File: src/rtl/regfile_wb_arbiter_pkg.sv
// Shared defaults for the register-file writeback arbiter.
// Queue entries are packed as {RW, BusW}: RW in the upper ADDR_W bits, data below.
package regfile_wb_arbiter_pkg;

  localparam int DEF_DATA_W = 64;
  localparam int DEF_ADDR_W = 5;
  localparam int DEF_DEPTH  = 4;
  localparam int XZR_IDX    = 31;

endpackage

File: src/rtl/regfile_wb_arbiter_fifo.sv
// DEPTH x WIDTH result queue with wrap-around pointers and an occupancy count.
// Entries are also exposed oldest-first so the forwarding path can search them.
module regfile_wb_arbiter_fifo
  import regfile_wb_arbiter_pkg::*;
#(
  parameter int WIDTH = DEF_ADDR_W + DEF_DATA_W,
  parameter int DEPTH = DEF_DEPTH,
  localparam int PTR_W = $clog2(DEPTH),
  localparam int CNT_W = $clog2(DEPTH + 1)
) (
  input  logic                        Clk,
  input  logic                        ResetL,
  input  logic                        push,
  input  logic                        pop,
  input  logic [WIDTH-1:0]            wdata,
  output logic [WIDTH-1:0]            rdata,
  output logic [CNT_W-1:0]            count,
  output logic                        full,
  output logic                        empty,
  output logic [DEPTH-1:0][WIDTH-1:0] entries,
  output logic [DEPTH-1:0]            entry_valid
);

  logic [DEPTH-1:0][WIDTH-1:0] mem_q, mem_d;
  logic [PTR_W-1:0]            wr_ptr_q, wr_ptr_d;
  logic [PTR_W-1:0]            rd_ptr_q, rd_ptr_d;
  logic [CNT_W-1:0]            count_q, count_d;
  logic                        do_push, do_pop;

  assign full  = (count_q == CNT_W'(DEPTH));
  assign empty = (count_q == '0);
  assign count = count_q;
  assign rdata = mem_q[rd_ptr_q];

  always_comb begin
    do_push  = push && !full;
    do_pop   = pop && !empty;
    mem_d    = mem_q;
    wr_ptr_d = wr_ptr_q;
    rd_ptr_d = rd_ptr_q;
    if (do_push) begin
      mem_d[wr_ptr_q] = wdata;
      wr_ptr_d        = wr_ptr_q + PTR_W'(1);
    end
    if (do_pop) begin
      rd_ptr_d = rd_ptr_q + PTR_W'(1);
    end
    count_d = count_q + CNT_W'(do_push) - CNT_W'(do_pop);
  end

  // Index 0 is the head (oldest); higher indices are progressively younger.
  always_comb begin
    entries     = '0;
    entry_valid = '0;
    for (int i = 0; i < DEPTH; i++) begin
      entries[i]     = mem_q[rd_ptr_q + PTR_W'(i)];
      entry_valid[i] = (CNT_W'(i) < count_q);
    end
  end

  always_ff @(posedge Clk) begin
    if (!ResetL) begin
      wr_ptr_q <= '0;
      rd_ptr_q <= '0;
      count_q  <= '0;
    end else begin
      wr_ptr_q <= wr_ptr_d;
      rd_ptr_q <= rd_ptr_d;
      count_q  <= count_d;
    end
  end

  always_ff @(posedge Clk) begin
    mem_q <= mem_d;
  end

endmodule

File: src/rtl/regfile_wb_arbiter.sv
// Writeback arbiter: ALU results vs queued long-op results onto one regfile write port,
// plus a pending-write scoreboard. Optional forwarding is enabled by defining WB_FORWARD_EN.
module regfile_wb_arbiter
  import regfile_wb_arbiter_pkg::*;
#(
  parameter int DATA_W   = DEF_DATA_W,
  parameter int ADDR_W   = DEF_ADDR_W,
  parameter int DEPTH    = DEF_DEPTH,
  parameter int ZERO_REG = XZR_IDX
) (
  input  logic              Clk,
  input  logic              ResetL,
  input  logic              AluValid,
  input  logic [ADDR_W-1:0] AluRW,
  input  logic [DATA_W-1:0] AluBusW,
  input  logic              MemValid,
  output logic              MemReady,
  input  logic [ADDR_W-1:0] MemRW,
  input  logic [DATA_W-1:0] MemBusW,
  input  logic              IssueValid,
  input  logic [ADDR_W-1:0] IssueRW,
  input  logic [ADDR_W-1:0] QueryRA,
  input  logic [ADDR_W-1:0] QueryRB,
  output logic              PendA,
  output logic              PendB,
  output logic              RegWr,
  output logic [ADDR_W-1:0] RW,
  output logic [DATA_W-1:0] BusW,
  input  logic [ADDR_W-1:0] FwdRA,
  output logic              FwdHit,
  output logic [DATA_W-1:0] FwdData
);

  localparam int ENTRY_W = ADDR_W + DATA_W;
  localparam int NREGS   = 1 << ADDR_W;
  localparam int CNT_W   = $clog2(DEPTH + 1);
  localparam logic [ADDR_W-1:0] ZERO_A = ADDR_W'(ZERO_REG);

  logic [ENTRY_W-1:0]            fifo_rdata;
  logic [CNT_W-1:0]              fifo_count;
  logic                          fifo_full, fifo_empty;
  logic [DEPTH-1:0][ENTRY_W-1:0] fifo_entries;
  logic [DEPTH-1:0]              fifo_entry_valid;
  logic                          fifo_push, fifo_pop;
  logic [ADDR_W-1:0]             head_rw;
  logic [DATA_W-1:0]             head_data;
  logic                          alu_win;

  logic              reg_wr_q, reg_wr_d;
  logic [ADDR_W-1:0] rw_q, rw_d;
  logic [DATA_W-1:0] bus_w_q, bus_w_d;
  logic [NREGS-1:0]  sb_q, sb_d;

  regfile_wb_arbiter_fifo #(
    .WIDTH(ENTRY_W),
    .DEPTH(DEPTH)
  ) u_fifo (
    .Clk        (Clk),
    .ResetL     (ResetL),
    .push       (fifo_push),
    .pop        (fifo_pop),
    .wdata      ({MemRW, MemBusW}),
    .rdata      (fifo_rdata),
    .count      (fifo_count),
    .full       (fifo_full),
    .empty      (fifo_empty),
    .entries    (fifo_entries),
    .entry_valid(fifo_entry_valid)
  );

  assign head_rw   = fifo_rdata[DATA_W +: ADDR_W];
  assign head_data = fifo_rdata[DATA_W-1:0];
  assign MemReady  = ResetL && !fifo_full;

  always_comb begin
    alu_win   = AluValid && (AluRW != ZERO_A);
    fifo_pop  = !alu_win && !fifo_empty;
    // XZR long-op results complete the handshake but never occupy a slot.
    fifo_push = MemValid && MemReady && (MemRW != ZERO_A);
    reg_wr_d  = alu_win || fifo_pop;
    rw_d      = rw_q;
    bus_w_d   = bus_w_q;
    if (alu_win) begin
      rw_d    = AluRW;
      bus_w_d = AluBusW;
    end else if (fifo_pop) begin
      rw_d    = head_rw;
      bus_w_d = head_data;
    end
  end

  // Set is applied after clear so a re-issue on the retiring cycle keeps the bit.
  always_comb begin
    sb_d = sb_q;
    if (fifo_pop) begin
      sb_d[head_rw] = 1'b0;
    end
    if (IssueValid && (IssueRW != ZERO_A)) begin
      sb_d[IssueRW] = 1'b1;
    end
  end

  always_ff @(posedge Clk) begin
    if (!ResetL) begin
      reg_wr_q <= 1'b0;
      rw_q     <= '0;
      bus_w_q  <= '0;
      sb_q     <= '0;
    end else begin
      reg_wr_q <= reg_wr_d;
      rw_q     <= rw_d;
      bus_w_q  <= bus_w_d;
      sb_q     <= sb_d;
    end
  end

  always_ff @(posedge Clk) begin
    if (ResetL) begin
      assert (!(alu_win && sb_q[AluRW]));
    end
  end

  assign RegWr = reg_wr_q;
  assign RW    = rw_q;
  assign BusW  = bus_w_q;
  assign PendA = sb_q[QueryRA] && (QueryRA != ZERO_A);
  assign PendB = sb_q[QueryRB] && (QueryRB != ZERO_A);

  logic unused_cnt;
  assign unused_cnt = ^fifo_count;

`ifdef WB_FORWARD_EN
  logic              fwd_hit;
  logic [DATA_W-1:0] fwd_data;

  // The register being written this cycle is the oldest candidate; queued entries override it.
  always_comb begin
    fwd_hit  = 1'b0;
    fwd_data = '0;
    if (FwdRA != ZERO_A) begin
      if (reg_wr_q && (rw_q == FwdRA)) begin
        fwd_hit  = 1'b1;
        fwd_data = bus_w_q;
      end
      for (int i = 0; i < DEPTH; i++) begin
        if (fifo_entry_valid[i] && (fifo_entries[i][DATA_W +: ADDR_W] == FwdRA)) begin
          fwd_hit  = 1'b1;
          fwd_data = fifo_entries[i][DATA_W-1:0];
        end
      end
    end
  end

  assign FwdHit  = fwd_hit;
  assign FwdData = fwd_data;
`else
  logic unused_fwd;
  assign unused_fwd = ^{FwdRA, fifo_entries, fifo_entry_valid};
  assign FwdHit     = 1'b0;
  assign FwdData    = '0;
`endif

endmodule

File: config.mk
export PLATFORM = sky130hd
export DESIGN_NAME = regfile_wb_arbiter
export DESIGN_NICKNAME = d
export VERILOG_FILES = /design/src/rtl/regfile_wb_arbiter_pkg.sv /design/src/rtl/regfile_wb_arbiter_fifo.sv /design/src/rtl/regfile_wb_arbiter.sv
export SDC_FILE = /design/constraint.sdc
export NUM_CORES = 1
export LEC_CHECK = 0
export ABC_CLOCK_PERIOD_IN_PS = 3900
export CORE_ASPECT_RATIO = 0.75
export CORE_MARGIN = 5
export CORE_UTILIZATION = 32
export CTS_CLUSTER_DIAMETER = 120
export DETAILED_ROUTE_END_ITERATION = 6
export GPL_TIMING_DRIVEN = 1
export PLACE_DENSITY = 0.55
export SLEW_MARGIN = 25
export SYNTH_ARGS = -nofsm -noshare
export SYNTH_HDL_FRONTEND = slang
export SYNTH_SLANG_ARGS = --single-unit
File: constraint.sdc
create_clock -name Clk -period 3.9 [get_ports Clk]
set_clock_uncertainty 0.05 [all_clocks]
set_input_delay 0.78 -clock Clk [delete_from_list [all_inputs] [get_ports Clk]]
set_output_delay 0.78 -clock Clk [all_outputs]
set_load 0.1 [all_outputs]
==> results.sh <==
export IMPL_status="finished clean"
export IMPL_p_total_w=0.01237
export IMPL_antenna_found_initial=8
export IMPL_fill_cells=4481
export IMPL_netlist_area_leader_share_pct=52.52
export IMPL_synthMuxAreaShare_pct=12.16
export IMPL_period_minus_slack_ns=3.766
export IMPL_routed_wl_um=41710
export IMPL_grt_pass1_wl_um=62610
export IMPL_final_max_slew_viol_count=0
export IMPL_post_cts_setup_buffers=0
export IMPL_whs_path_depth=2
export IMPL_synth_fa_ha_area_share_pct=0.6026
export IMPL_async_flop_share_pct=0
export IMPL_fmax_ghz=0.2655
export IMPL_p_int_w=0.007921
export IMPL_cp_max_fo=4
export IMPL_die_area_sq_um=53900
export IMPL_fp_dieH_um=202.3
export IMPL_drt_iter0_drc=640
export IMPL_synth_top_family_by_area="multiplexers"
export IMPL_combPwrFrac_pct=30.6
export IMPL_synth_area_leaders="edfxtp_1, dfxtp_1, mux4_2, nand2_1, buf_4"
export IMPL_regToRegStartpoint="u_fifo.count[1]"
export IMPL_pwr_share_seq_pct=39.0
export IMPL_drive_above_1_share_pct=13.29
export IMPL_required_ns=3.07
export IMPL_dr_pass1_iters=6
export IMPL_postSynthAreaPerCell_sq_um=14.32
export IMPL_fin_tns_setup_ns=0
export IMPL_reg2reg_slack_ns=1.52
export IMPL_synth_commonest_cells="edfxtp_1, nand2_1, dfxtp_1"
export IMPL_startpoint_type="input port"
export IMPL_crit_arrival_ns=2.94
export IMPL_hp_start="BusW[0]"
export IMPL_swShare_pct=35.97
export IMPL_antenna_left=0
export IMPL_clk_pin_slew_ns=0.06
export IMPL_pwr_share_clk_pct=30.5
export IMPL_cts_inserted_buffers=42
export IMPL_final_nets=1498
export IMPL_gr_total_overflow=0
export IMPL_cts_resized=0
export IMPL_wl_per_cell_um=20.74
export IMPL_synth_compound_gate_area_share_pct=8.475
export IMPL_rows=70
export IMPL_p_per_area_nw_per_um2=619.2
export IMPL_postCtsHoldBufs=0
export IMPL_switchingPower_w=0.004450
export IMPL_placed_cell_area_sq_um=18650
export IMPL_cts_root_buffer="clkbuf_16"
export IMPL_hold_viol=0
export IMPL_vias_per_cell=4.964
export IMPL_min_to="BusW[0]"
export IMPL_reg2regPathDepth=10
export IMPL_yosysMostFrequentCell="edfxtp_1"
export IMPL_synthFlopType="edfxtp_1"
export IMPL_portBuffers=230
export IMPL_hpwl_um=26990
export IMPL_path_class="input port to output port"
export IMPL_synth_edf_count=276
export IMPL_yosys_register_bits=384
export IMPL_grt_pass1_vias=10090
export IMPL_fin_cells=2011
export IMPL_clkLatencyLatePin_ns=0.56
export IMPL_synth_cell_types=51
export IMPL_clock_path_buffers=3
export IMPL_leakage_nw=6.560
export IMPL_placed_cells=1931
export IMPL_syn_instance_count=1102
export IMPL_synthSimpleGateAreaFrac_pct=7.048
export IMPL_grt_start_max_net_pins=135
export IMPL_clock_sinks=384
export IMPL_fin_crit_sh_pct=96.57
export IMPL_tightest_slew_ns=1.060
export IMPL_coreArea_sq_um=48780
export IMPL_relSlewSlack_pct=29.14
export IMPL_setup_viol=0
export IMPL_place_congestion=0.8798
export IMPL_yosys_area_top_type="edfxtp_1"
export IMPL_drc=0
export IMPL_regToRegEndpoint="u_fifo.count[2]"
export IMPL_final_cell_area_sq_um=19980
export IMPL_drv_cap=0
export IMPL_cts_max_level=2
export IMPL_final_util_pct=40.95
export IMPL_track_usage_pct=14.92
export IMPL_ys_seq_area_share_pct=66.22
export IMPL_ys_warn_count=0
export IMPL_vias=9983
export IMPL_die_x_um=266.4
export IMPL_top_level_ports=301
export IMPL_worst_setup_path_end_kind="output port"
export IMPL_worstHoldPathType="flop to flop"
export IMPL_synth_xor_xnor_area_share_pct=0.2220
export IMPL_start_util_pct=32.35
export IMPL_rsz0062_at_grt="false"
export IMPL_cts_tree="yes"
export IMPL_netlist_area_sq_um=15780
export IMPL_syn2layout_area_growth_pct=26.60
export IMPL_ir_drop_uv=362.1
critical path: stages:
cell and delay, ns:
clkdlybuf4s50_1 0.59, buf_4 0.18, mux4_2 0.50, nand3b_1 0.10
a21oi_1 0.06, or4_1 0.53, buf_12 0.20
metrics by stage:
stage	hold slack, ns	setup WS, ns
after global routing	0.4412	0.02753
after floorplan	0.4023	0.3911
after global placement	0.4121	0.1016
after CTS	0.4243	0.1129
after detailed placement	0.4155	0.1234
final	0.4224	0.1336
worst max-delay path by stage:
stage | startpoint | to | slack (ns) | depth (start not counted)
final | QueryRB[1] | PendB | 0.13 | 7
after global routing | QueryRB[1] | PendB | 0.03 | 7
after CTS | QueryRB[1] | PendB | 0.11 | 7
after detailed placement | QueryRB[1] | PendB | 0.12 | 7
after global placement | QueryRB[1] | PendB | 0.10 | 7
after floorplan | QueryRA[1] | PendA | 0.39 | 4
power by group through the flow:
stage	Clock [W]	Combinational (W)	Sequential, W
2_1_floorplan	0	0.00179	0.00585
3_3_place_gp	0	0.00383	0.00489
3_5_place_dp	0	0.00385	0.00490
4_1_cts	0.00389	0.00385	0.00482
5_1_grt	0.00406	0.00404	0.00485
6_report	0.00377	0.00378	0.00482
logic make-up after synthesis:
logic type / Yosys count
buffers and inverters: 148
adders and majority gates: 7
DFF: 384
other: 1
muxes: 88
AOI/OAI and AO/OA: 222
and+or+nand+nor: 248
xor gates and xnor gates: 4
registers in the layout, indices dropped and copies added (netlist names):
name / count
RW: 5
BusW: 64
sb_q: 31
u_fifo.mem_q: 276
RegWr: 1
u_fifo.rd_ptr_q: 2
u_fifo.wr_ptr_q: 2
u_fifo.count: 3
metal layers:
| metal | up-vias | share of wire (%) | track usage, % |
|---|---|---|---|
| met4 | 12 | 1.6 | 3.327 |
| met2 | 359 | 46 | 23.29 |
| met1 | 4987 | 44 | 20.65 |
| met3 | 68 | 7.9 | 4.564 |
| li1 | 4557 | - | - |
| met5 | - | 0.23 | 0 |
layout make-up:
class / instances / area, sq um / share of cell area (%)
flip-flops and latches: 384 / 10460 / 52.34
multi-input cells: 634 / 4772 / 23.89
repair buffers: 257 / 2608 / 13.05
clock buffers: 64 / 1186 / 5.937
well taps: 648 / 810.8 / 4.058
clock inverters: 14 / 108.9 / 0.5448
inverters: 9 / 33.78 / 0.1691
diodes: 1 / 2.502 / 0.01253
layout by cell type, fill, tap and decap left out, drive strengths merged, types with 4 or more instances in the layout:
cell,count
nand3b,5
nand4b,5
a311oi,9
and2,7
nor2,38
a41oi,11
dfxtp,108
ha,6
a31oi,78
o21ai,91
nor3b,5
nor3,4
inv,10
clkinv,12
nand3,4
edfxtp,276
mux2i,5
a21oi,20
conb,65
buf,32
mux4,83
clkbuf,64
nand2,158
a21boi,4
clkdlybuf4s50,225
nor2b,5
Power figures use the tool's default switching activity.
==> RTL change: new RTL, same flow settings <==
The option `WB_FORWARD_EN` is turned on by a define.
--- a/src/rtl/regfile_wb_arbiter.sv
+++ b/src/rtl/regfile_wb_arbiter.sv
@@ -2,2 +2,4 @@
 // plus a pending-write scoreboard. Optional forwarding is enabled by defining WB_FORWARD_EN.
+`define WB_FORWARD_EN
+
 module regfile_wb_arbiter
Formal check against the unedited RTL: not equivalent (Yosys sat finds a counterexample within 4 cycles, from zero or initial values and one cycle with ResetL low).
==> RTL change against the unedited design <==
The run now ends with negative setup slack left. Via count is 68% higher. Synthesized area rose by 49%. Final area is 63% higher. Wire length grew 79%. Worst setup slack worse by 0.48 ns. Sequential cell count is the same. Sequential share of layout area fell by 20 points. Utilization is 3.6 points higher. Non-clock buffer count up 210. First-iteration DRC count up 110%. Power grew 45%. Largest power group is now combinational logic.
==> RTL change: results <==
metrics = {
    "run_status": {
        "status": "complete, but fails checks",
        "violations": "negative setup slack",
    },
    "synth": {
        "syn_inst": 1538,
        "synth_mux_area_frac": 0.315,
        "synthAdderAreaFrac": 0.00511,
        "synth_compound_area_frac": 0.137,
        "avgSynthCellArea_um2": 15.3,
    },
    "clock_tree": {
        "cts_setup_buffers": 28,
    },
    "setup_path": {
        "cp_top_family": "compound AO/OA/AOI/OAI gates",
        "reg2regPathDepth": 6,
        "cp_slowest_stage_delay_ns": 0.51,
        "rrSetupSlack_ns": 1.25,
    },
    "timing": {
        "setup_tns_ns": -17.75,
        "setup_slack_ns": -0.344,
        "whs_ns": 0.453,
        "setup_viol": 65,
    },
    "global_route": {
        "grt_pass1_wl_mm": 110,
        "use_met3": 0.0406,
    },
    "cells_and_area": {
        "layout-drive-gt1-share": 0.408,
        "fin_cells": 2896,
        "inverters_excl_clock": 7,
        "seq_share": 0.321,
        "final.fill_count": 6362,
    },
    "route": {
        "routed_wirelength_mm": 74.5,
        "dr_wl_met2_mm": 34.9,
        "drtIter0Drc": 1347,
    },
}
RTL change: cell count changes after synthesis, sizes merged, moves of 47 or more:
cell,before,now
mux4,83,293
mux2i,5,75
o31ai,0,64
nand2,158,111
a32oi,0,64
o211a,0,69
a31oi,78,1
o21ai,91,32
a221oi,1,64
RTL change: worst max path at each step:
stage                                          startpoint           to  slack [ns]
final                     u_fifo.rd_ptr_q[0]$_SDFFE_PN0P_  FwdData[17]       -0.34
after global placement                           FwdRA[1]  FwdData[60]       -0.23
after floorplan                                  FwdRA[1]  FwdData[13]       -0.55
after global routing      u_fifo.rd_ptr_q[0]$_SDFFE_PN0P_  FwdData[27]       -0.44
after CTS                 u_fifo.rd_ptr_q[0]$_SDFFE_PN0P_  FwdData[61]       -0.36
after detailed placement                         FwdRA[1]  FwdData[60]       -0.15
RTL change: power by group:
part	switching, W	internal [W]
Clock	0.00176	0.00268
Sequential	0.000273	0.00467
Combinational	0.00483	0.00373
